==> config.mk <==
export PLATFORM = sky130hd
export DESIGN_NAME = data_mem_arbiter_flat
export DESIGN_NICKNAME = d
export VERILOG_FILES = /design/src/rtl/data_mem_arbiter_pkg.sv /design/src/rtl/data_mem_arbiter_if.sv /design/src/rtl/data_mem_arbiter_rr_picker.sv /design/src/rtl/data_mem_arbiter.sv /design/src/flat_wrapper.sv
export SDC_FILE = /design/constraint.sdc
export NUM_CORES = 1
export LEC_CHECK = 0
export CAP_MARGIN = 0
export CORE_ASPECT_RATIO = 1.75
export CORE_UTILIZATION = 39
export CTS_BUF_LIST = sky130_fd_sc_hd__clkbuf_2 sky130_fd_sc_hd__clkbuf_4 sky130_fd_sc_hd__clkbuf_8
export CTS_CLUSTER_DIAMETER = 30
export DETAILED_ROUTE_END_ITERATION = 8
export PLACE_DENSITY = 0.83
export SLEW_MARGIN = 15
export SYNTH_ARGS = -nofsm -noshare
export SYNTH_HDL_FRONTEND = slang
export SYNTH_HIERARCHICAL = 1
export SYNTH_SLANG_ARGS = --single-unit
==> constraint.sdc <==
create_clock -name clk -period 4.04 [get_ports clk]
set_input_delay 1.01 -clock clk [delete_from_list [all_inputs] [get_ports clk]]
set_output_delay 1.01 -clock clk [all_outputs]
set_load 0.02 [all_outputs]
==> src/rtl/data_mem_arbiter_pkg.sv <==
// Shared types and helpers for the data-memory arbiter.
package data_mem_arb_pkg;

    typedef enum logic [1:0] {
        IDLE       = 2'd0,
        READ_WAIT  = 2'd1,
        WRITE_WAIT = 2'd2,
        RELAY      = 2'd3
    } arb_state_t;

    // Width of a consumer index; a single consumer still needs one bit.
    function automatic int grant_width(input int n);
        return (n > 1) ? $clog2(n) : 1;
    endfunction

endpackage

==> src/rtl/data_mem_arbiter_if.sv <==
// Bundles the per-consumer LSU channels and the shared memory port.
// master: the arbiter's view; slave: the consumers/memory side.
interface data_mem_arbiter_if #(
    parameter int NUM_CONSUMERS = 8,
    parameter int ADDR_BITS     = 8,
    parameter int DATA_BITS     = 8
);
    // consumer side
    logic [NUM_CONSUMERS-1:0]                consumer_read_request;
    logic [NUM_CONSUMERS-1:0][ADDR_BITS-1:0] consumer_read_address;
    logic [NUM_CONSUMERS-1:0]                consumer_read_ready;
    logic [NUM_CONSUMERS-1:0][DATA_BITS-1:0] consumer_read_data;
    logic [NUM_CONSUMERS-1:0]                consumer_write_request;
    logic [NUM_CONSUMERS-1:0][ADDR_BITS-1:0] consumer_write_address;
    logic [NUM_CONSUMERS-1:0][DATA_BITS-1:0] consumer_write_data;
    logic [NUM_CONSUMERS-1:0]                consumer_write_ready;
    // memory side
    logic                 mem_read_valid;
    logic [ADDR_BITS-1:0] mem_read_address;
    logic                 mem_read_ready;
    logic [DATA_BITS-1:0] mem_read_data;
    logic                 mem_write_valid;
    logic [ADDR_BITS-1:0] mem_write_address;
    logic [DATA_BITS-1:0] mem_write_data;
    logic                 mem_write_ready;

    modport master (
        input  consumer_read_request, consumer_read_address,
        output consumer_read_ready, consumer_read_data,
        input  consumer_write_request, consumer_write_address, consumer_write_data,
        output consumer_write_ready,
        output mem_read_valid, mem_read_address,
        input  mem_read_ready, mem_read_data,
        output mem_write_valid, mem_write_address, mem_write_data,
        input  mem_write_ready
    );

    modport slave (
        output consumer_read_request, consumer_read_address,
        input  consumer_read_ready, consumer_read_data,
        output consumer_write_request, consumer_write_address, consumer_write_data,
        input  consumer_write_ready,
        input  mem_read_valid, mem_read_address,
        output mem_read_ready, mem_read_data,
        input  mem_write_valid, mem_write_address, mem_write_data,
        output mem_write_ready
    );

endinterface

==> src/rtl/data_mem_arbiter_rr_picker.sv <==
// Rotating priority encoder: first set bit of req at or after ptr, wrapping.
module rr_picker
    import data_mem_arb_pkg::*;
#(
    parameter int N     = 8,
    parameter int IDX_W = grant_width(N)
) (
    input  logic [N-1:0]     req,
    input  logic [IDX_W-1:0] ptr,
    output logic             found,
    output logic [IDX_W-1:0] idx
);

    logic [IDX_W-1:0] cand;

    // base + off modulo N; both operands are below N so one subtract suffices
    function automatic logic [IDX_W-1:0] rotate(input logic [IDX_W-1:0] base, input int off);
        int sum;
        sum = int'(base) + off;
        if (sum >= N) sum = sum - N;
        return IDX_W'(sum);
    endfunction

    // scan from ptr upward and keep the first requester found
    always_comb begin
        found = 1'b0;
        idx   = '0;
        cand  = '0;
        for (int i = 0; i < N; i++) begin
            cand = rotate(ptr, i);
            if (!found && req[cand]) begin
                found = 1'b1;
                idx   = cand;
            end
        end
    end

endmodule

==> src/rtl/data_mem_arbiter.sv <==
// Round-robin arbiter sharing one data-memory port among per-thread LSU
// channels; one transaction in flight, all outputs registered.
module data_mem_arbiter
    import data_mem_arb_pkg::*;
#(
    parameter int NUM_CONSUMERS = 8,
    parameter int ADDR_BITS     = 8,
    parameter int DATA_BITS     = 8
) (
    input  logic                clk,
    input  logic                reset,
    data_mem_arbiter_if.master  bus,
    output logic                busy
);

    localparam int IDX_W = grant_width(NUM_CONSUMERS);

    arb_state_t       state, state_next;
    logic [IDX_W-1:0] grant, grant_next;
    logic [IDX_W-1:0] rr_ptr, rr_ptr_next;
    logic             grant_is_read, grant_is_read_next;

    logic [NUM_CONSUMERS-1:0] any_req;
    logic                     pick_found;
    logic [IDX_W-1:0]         pick_idx;
    logic                     granted_req_held;

    logic                                    rd_valid_d, wr_valid_d;
    logic [ADDR_BITS-1:0]                    rd_addr_d, wr_addr_d;
    logic [DATA_BITS-1:0]                    wr_data_d;
    logic [NUM_CONSUMERS-1:0]                rd_ready_d, wr_ready_d;
    logic [NUM_CONSUMERS-1:0][DATA_BITS-1:0] rd_data_d;

    assign any_req = bus.consumer_read_request | bus.consumer_write_request;

    // The request that earned the current grant; RELAY waits for it to drop.
    assign granted_req_held = grant_is_read ? bus.consumer_read_request[grant]
                                            : bus.consumer_write_request[grant];

    rr_picker #(
        .N     (NUM_CONSUMERS),
        .IDX_W (IDX_W)
    ) u_picker (
        .req   (any_req),
        .ptr   (rr_ptr),
        .found (pick_found),
        .idx   (pick_idx)
    );

    // state register plus grant bookkeeping
    always_ff @(posedge clk) begin
        if (reset) begin
            state         <= IDLE;
            grant         <= '0;
            rr_ptr        <= '0;
            grant_is_read <= 1'b0;
        end else begin
            state         <= state_next;
            grant         <= grant_next;
            rr_ptr        <= rr_ptr_next;
            grant_is_read <= grant_is_read_next;
        end
    end

    // next-state decode
    always_comb begin
        state_next = state;
        case (state)
            IDLE: begin
                if (pick_found)
                    state_next = bus.consumer_read_request[pick_idx] ? READ_WAIT : WRITE_WAIT;
            end
            READ_WAIT:  if (bus.mem_read_ready)  state_next = RELAY;
            WRITE_WAIT: if (bus.mem_write_ready) state_next = RELAY;
            RELAY:      if (!granted_req_held)   state_next = IDLE;
            default:    state_next = IDLE;
        endcase
    end

    // next values for the registered outputs and grant bookkeeping
    always_comb begin
        grant_next         = grant;
        rr_ptr_next        = rr_ptr;
        grant_is_read_next = grant_is_read;
        rd_valid_d         = bus.mem_read_valid;
        wr_valid_d         = bus.mem_write_valid;
        rd_addr_d          = bus.mem_read_address;
        wr_addr_d          = bus.mem_write_address;
        wr_data_d          = bus.mem_write_data;
        rd_ready_d         = bus.consumer_read_ready;
        wr_ready_d         = bus.consumer_write_ready;
        rd_data_d          = bus.consumer_read_data;
        case (state)
            IDLE: begin
                if (pick_found) begin
                    grant_next = pick_idx;
                    // a read beats a simultaneous write from the same consumer
                    if (bus.consumer_read_request[pick_idx]) begin
                        grant_is_read_next = 1'b1;
                        rd_valid_d         = 1'b1;
                        rd_addr_d          = bus.consumer_read_address[pick_idx];
                    end else begin
                        grant_is_read_next = 1'b0;
                        wr_valid_d         = 1'b1;
                        wr_addr_d          = bus.consumer_write_address[pick_idx];
                        wr_data_d          = bus.consumer_write_data[pick_idx];
                    end
                end
            end
            READ_WAIT: begin
                if (bus.mem_read_ready) begin
                    rd_valid_d         = 1'b0;
                    rd_data_d[grant]   = bus.mem_read_data;
                    rd_ready_d[grant]  = 1'b1;
                end
            end
            WRITE_WAIT: begin
                if (bus.mem_write_ready) begin
                    wr_valid_d        = 1'b0;
                    wr_ready_d[grant] = 1'b1;
                end
            end
            RELAY: begin
                if (!granted_req_held) begin
                    rd_ready_d  = '0;
                    wr_ready_d  = '0;
                    rr_ptr_next = (grant == IDX_W'(NUM_CONSUMERS - 1)) ? '0 : grant + IDX_W'(1);
                end
            end
            default: ;
        endcase
    end

    // output registers
    always_ff @(posedge clk) begin
        if (reset) begin
            bus.mem_read_valid       <= 1'b0;
            bus.mem_write_valid      <= 1'b0;
            bus.mem_read_address     <= '0;
            bus.mem_write_address    <= '0;
            bus.mem_write_data       <= '0;
            bus.consumer_read_ready  <= '0;
            bus.consumer_write_ready <= '0;
            bus.consumer_read_data   <= '0;
            busy                     <= 1'b0;
        end else begin
            bus.mem_read_valid       <= rd_valid_d;
            bus.mem_write_valid      <= wr_valid_d;
            bus.mem_read_address     <= rd_addr_d;
            bus.mem_write_address    <= wr_addr_d;
            bus.mem_write_data       <= wr_data_d;
            bus.consumer_read_ready  <= rd_ready_d;
            bus.consumer_write_ready <= wr_ready_d;
            bus.consumer_read_data   <= rd_data_d;
            busy                     <= (state_next != IDLE);
        end
    end

endmodule

==> src/flat_wrapper.sv <==
// flat-port wrapper written by rule: the top's interface ports become plain ports
module data_mem_arbiter_flat import data_mem_arb_pkg::*;
#(
    parameter int NUM_CONSUMERS = 8,
    parameter int ADDR_BITS     = 8,
    parameter int DATA_BITS     = 8
)
  (clk, reset, busy, bus_consumer_read_request, bus_consumer_read_address, bus_consumer_read_ready, bus_consumer_read_data, bus_consumer_write_request, bus_consumer_write_address, bus_consumer_write_data, bus_consumer_write_ready, bus_mem_read_valid, bus_mem_read_address, bus_mem_read_ready, bus_mem_read_data, bus_mem_write_valid, bus_mem_write_address, bus_mem_write_data, bus_mem_write_ready);
  data_mem_arbiter_if #(.NUM_CONSUMERS(NUM_CONSUMERS), .ADDR_BITS(ADDR_BITS), .DATA_BITS(DATA_BITS)) bus_i ();
  input  logic clk;
  input  logic reset;
  output logic busy;
  input wire logic [$bits(bus_i.consumer_read_request)-1:0] bus_consumer_read_request;
  input wire logic [$bits(bus_i.consumer_read_address)-1:0] bus_consumer_read_address;
  output wire logic [$bits(bus_i.consumer_read_ready)-1:0] bus_consumer_read_ready;
  output wire logic [$bits(bus_i.consumer_read_data)-1:0] bus_consumer_read_data;
  input wire logic [$bits(bus_i.consumer_write_request)-1:0] bus_consumer_write_request;
  input wire logic [$bits(bus_i.consumer_write_address)-1:0] bus_consumer_write_address;
  input wire logic [$bits(bus_i.consumer_write_data)-1:0] bus_consumer_write_data;
  output wire logic [$bits(bus_i.consumer_write_ready)-1:0] bus_consumer_write_ready;
  output wire logic [$bits(bus_i.mem_read_valid)-1:0] bus_mem_read_valid;
  output wire logic [$bits(bus_i.mem_read_address)-1:0] bus_mem_read_address;
  input wire logic [$bits(bus_i.mem_read_ready)-1:0] bus_mem_read_ready;
  input wire logic [$bits(bus_i.mem_read_data)-1:0] bus_mem_read_data;
  output wire logic [$bits(bus_i.mem_write_valid)-1:0] bus_mem_write_valid;
  output wire logic [$bits(bus_i.mem_write_address)-1:0] bus_mem_write_address;
  output wire logic [$bits(bus_i.mem_write_data)-1:0] bus_mem_write_data;
  input wire logic [$bits(bus_i.mem_write_ready)-1:0] bus_mem_write_ready;
  assign bus_i.consumer_read_request = bus_consumer_read_request;
  assign bus_i.consumer_read_address = bus_consumer_read_address;
  assign bus_consumer_read_ready = bus_i.consumer_read_ready;
  assign bus_consumer_read_data = bus_i.consumer_read_data;
  assign bus_i.consumer_write_request = bus_consumer_write_request;
  assign bus_i.consumer_write_address = bus_consumer_write_address;
  assign bus_i.consumer_write_data = bus_consumer_write_data;
  assign bus_consumer_write_ready = bus_i.consumer_write_ready;
  assign bus_mem_read_valid = bus_i.mem_read_valid;
  assign bus_mem_read_address = bus_i.mem_read_address;
  assign bus_i.mem_read_ready = bus_mem_read_ready;
  assign bus_i.mem_read_data = bus_mem_read_data;
  assign bus_mem_write_valid = bus_i.mem_write_valid;
  assign bus_mem_write_address = bus_i.mem_write_address;
  assign bus_mem_write_data = bus_i.mem_write_data;
  assign bus_i.mem_write_ready = bus_mem_write_ready;
  data_mem_arbiter #(.NUM_CONSUMERS(NUM_CONSUMERS), .ADDR_BITS(ADDR_BITS), .DATA_BITS(DATA_BITS)) u_core (.clk(clk), .reset(reset), .bus(bus_i), .busy(busy));
endmodule
==> summary.md <==
| Metric | Value |
|---|---|
| Delay-heaviest family, CP | `multiplexers` |
| Met1 wire length | `about 8.1 mm` |
| Peak Freq | `~0.25 GHz` |
| Reg clk slew, reported paths | `about 70 ps` |
| Switching Share | `about a third` |
| Tot GR Track Use | `between 20% and 30%` |
| Yosys warns | `6` |
| Vias in the first global route | `7,238` |
| Slew HR | `between 20 and 30%` |
| Final-stage net count | `1,265` |
| Fraction of layout cells with a size suffix above 1 | `between 20% and 30%` |
| Clock latency on the worst-skew pair | `approximately 430 ps` |
| GPL Wtd Cong | `slightly below 0.9` |
| Placed cell areas | `about 11,000 µm²` |
| Leak | `~4 nW` |
| Area occupied by multi-input gates | `4450 µm²` |
| DRC violations left | `0` |
| Crit path cell chain | `buf_6, or2_4, mux2_4, mux4_2, or2_4, a21oi_4, a21o_1, a32o_4, mux4_2, buf_4, mux2i_4, buf_6, a21oi_1, a211oi_2` |
| Unrepaired setup endpoints after global routing | `true` |
| P per Cell Area | `approximately 330 nW/µm²` |
| CTS Sinks | `116` |
| Vias | `between 6,000 and 7,000` |
| Least-Margin Pin Slew | `1050 ps` |
| Worst Path Required | `roughly 4400 ps` |
| Primary FF master, synth | `dfxtp_1` |
| Clock power frac | `between 20 and 30%` |
| Register area share after synthesis | `roughly 33%` |
| Mapped cell area | `7030 µm²` |
| Fillcell total | `between 1,000 and 1,500` |
| Yosys top cell area share | `around 33%` |
| Arrival time worst endpoint | `4330 ps` |
| I/O Pins | `327` |
| Mean Syn Cell Area | `~10 µm²` |
| DR vias/cell | `between 5 and 6` |
| Post-detail-place hpwl | `a little under 20 mm` |
| Sw Pwr | `about 1.2 mW` |
| Initial antenna violation count | `1` |
| Antenna violation net count after detailed routing | `0` |
| WL met2 | `14.3 mm` |
| Initial Util | `about two fifths` |
| Crit-path slowest cell | `mux4_2` |
| CTS Hold Bufs | `0` |
| CP Class | `in2reg` |
| Hold slack | `roughly 460 ps` |
| CP Capture Type | `flip-flop` |
| Pre-Repair DR Iteration Count | `4` |
| Type of origin of the critical path | `primary input` |
| Die Area | `about 19,000 µm²` |
| Commonest non-fill, non-tap cells in the layout | `clkdlybuf4s50_1, dfxtp_1, mux2i_1` |
| Simple-gate share of the synthesized area | `14.2%` |
| Flop2flop setup slack | `~200 ps` |
| Area Overhead vs Synth | `62.5%` |
| CTS tree | `yes` |
| Total grt overflow | `0` |
| Max Slew Vio Count | `0` |
| Yosys top cell by area | `dfxtp_1` |
| Sum of buffers and inverters on the critical path | `3` |
| Initial drt markers | `roughly 300` |
| Largest family of logic cells by synthesized area | `multiplexers` |
| Largest net degree at the start of global routing | `81` |
| Routed Wire Length | `24.6 mm` |
| Reg power frac | `34.3%` |
| Synth Area in Adders | `0.712%` |
| Port bufs | `between 300 and 400` |
| Pint | `2.60 mW` |
| Bufs on Longest Clock Path | `2` |
| Commonest non-fill, non-tap cell in the layout | `clkdlybuf4s50_1` |
| Routed length per instance | `19.1 µm` |
| Fraction of synthesized cell area in xor and xnor cells | `less than 1%` |
| Die Span Y | `180 µm` |
| Ys async rst share | `0%` |
| Worst Clk Skew | `~12 ps` |
| Final instance area | `11,400 µm²` |
| Mapped Nets | `approximately 900` |
| Final setup fails | `0` |
| Core area | `17,500 µm²` |
| Final hold violations | `0` |
| CTS buffer count | `17` |
| Routed length on met3 | `1.12 mm` |
| Distinct cells, synth | `between 50 and 60` |
| Post-synthesis register bit count | `roughly 120` |
| Post-synth EDFFs | `0` |
| Top routing layer in use | `met4` |
| Status | `finished, final reports clean` |
| Clk root buf | `clkbuf_8` |
| Synth Area in Compound Gates | `around an eighth` |
| Combinational share of power | `37.4%` |
| Synth area leaders | `dfxtp_1, mux4_2, mux2i_1, a21oi_1, nor2_1` |
| Rows | `between 60 and 70` |
| Syn Inst Count | `roughly 680` |
| First-pass GRT wire length | `37.8 mm` |
| Final period utilization | `98.6%` |
| CP max FO | `9` |
| Max Cap Violations | `0` |
| HP Class | `reg2reg` |
| Sequential Area | `around 2300 µm²` |
| Chip width | `around 100 µm` |
| Peak VDD IR | `between 150 and 200 µV` |
| H-tree levels | `4` |
| CP max stage delay | `between 500 and 600 ps` |
| Post-layout minimum cycle time | `3980 ps` |
| Multiplexer share of the synthesized area | `~35%` |
layout make-up:
| class | count | share of cell area [%] |
|---|---|---|
| multi-input combinational | 489 | 38.9 |
| timing repair buffer | 412 | 34.5 |
| sequential | 116 | 20.3 |
| tap | 231 | 2.53 |
| clock buffer | 21 | 2.42 |
| clock inverter | 11 | 1.11 |
| inverter | 5 | 0.164 |
| antenna | 1 | 0.0219 |
cells in the mapped netlist (all sizes together), types with 9 or more instances:
master  number
a211oi      24
a21oi       68
buf         32
clkbuf      37
dfxtp      116
mux2        13
mux2i       78
mux4        66
nand2       48
nand3       30
nor2        59
nor2b       11
nor3        25
or2          9
through the flow:
step | utilization (%) | setup slack (ps) | TNS (ps) | power (mW) | instances
2_1_floorplan | - | -223 | -3700 | 2.07 | 679
3_3_place_gp | 62.2 | -672 | -18480 | 2.68 | 1237
3_5_place_dp | 62.2 | -735 | -20390 | 2.70 | 1237
4_1_cts | 65.1 | 2.06 | 0 | 3.83 | 1283
5_1_grt | 65.2 | -44.3 | -296 | 3.99 | 1286
6_report | 65.2 | 58.3 | 0 | 3.80 | 1286
power by group through the flow:
stage | Sequential, mW | Combinational [mW] | Clock, mW
after floorplan | 1.39 | 0.681 | 0
after global placement | 1.32 | 1.36 | 0
after detailed placement | 1.33 | 1.37 | 0
after CTS | 1.30 | 1.42 | 1.11
after global routing | 1.32 | 1.51 | 1.16
final | 1.30 | 1.42 | 1.07
final timing paths:
check | start | depth (start not counted) | endpoint
worst max-delay path | bus_consumer_read_request[5] | 14 | u_core/bus.mem_write_data[5]
worst min-delay path | u_core/bus.consumer_read_data[34] | 2 | u_core/bus.consumer_read_data[34]
worst max register to register | u_core/rr_ptr[1] | 13 | u_core/bus.mem_write_data[5]
worst min register to register | u_core/bus.consumer_read_data[34] | 2 | u_core/bus.consumer_read_data[34]
sequential cells by signal, indices dropped and copies added, names as in the netlist:
register and cells:
u_core/bus.consumer_read_data 64, u_core/bus.consumer_read_ready 8, u_core/busy 1, u_core/grant 3, u_core/grant_is_read 1, u_core/state 2
u_core/bus.mem_write_address 8, u_core/rr_ptr 3, u_core/bus.mem_write_valid 1, u_core/bus.mem_read_valid 1, u_core/bus.mem_read_address 8, u_core/bus.mem_write_data 8
u_core/bus.consumer_write_ready 8
routing by layer:
layer  vias to the layer above  GRT usage, %
li1                       3261             -
met5                         -             0
met4                         0          13.7
met2                       307          52.2
met1                      3306          25.2
met3                        61          4.68
worst register-to-register path, stage by stage (launching register included):
cell and delay [ps]:
dfxtp_1 380, inv_1 110, ha_1 440, mux4_2 570
mux2_2 320, nor2_1 210, and3_4 230, a32o_4 160
mux4_2 530, buf_4 160, mux2i_4 190, buf_6 170
a21oi_1 100, a211oi_2 200
timing repair:
| action | 4_1_cts | 5_1_grt |
|---|---|---|
| cloned | 1 | 0 |
| pin swaps | 14 | 16 |
| setup endpoints to repair | 29 | 29 |
| gates resized for setup | 49 | 23 |
| setup buffers | 13 | 3 |
cell families after synthesis:
group | Yosys count
XOR/XNOR | 4
buffers and inverters | 74
multiplexers | 157
flip-flops | 116
adder cells (fa/ha/maj) | 4
AO/OA/AOI/OAI | 123
AND/OR/NAND/NOR | 201
Note: power is estimated with default switching activity, not from simulation.
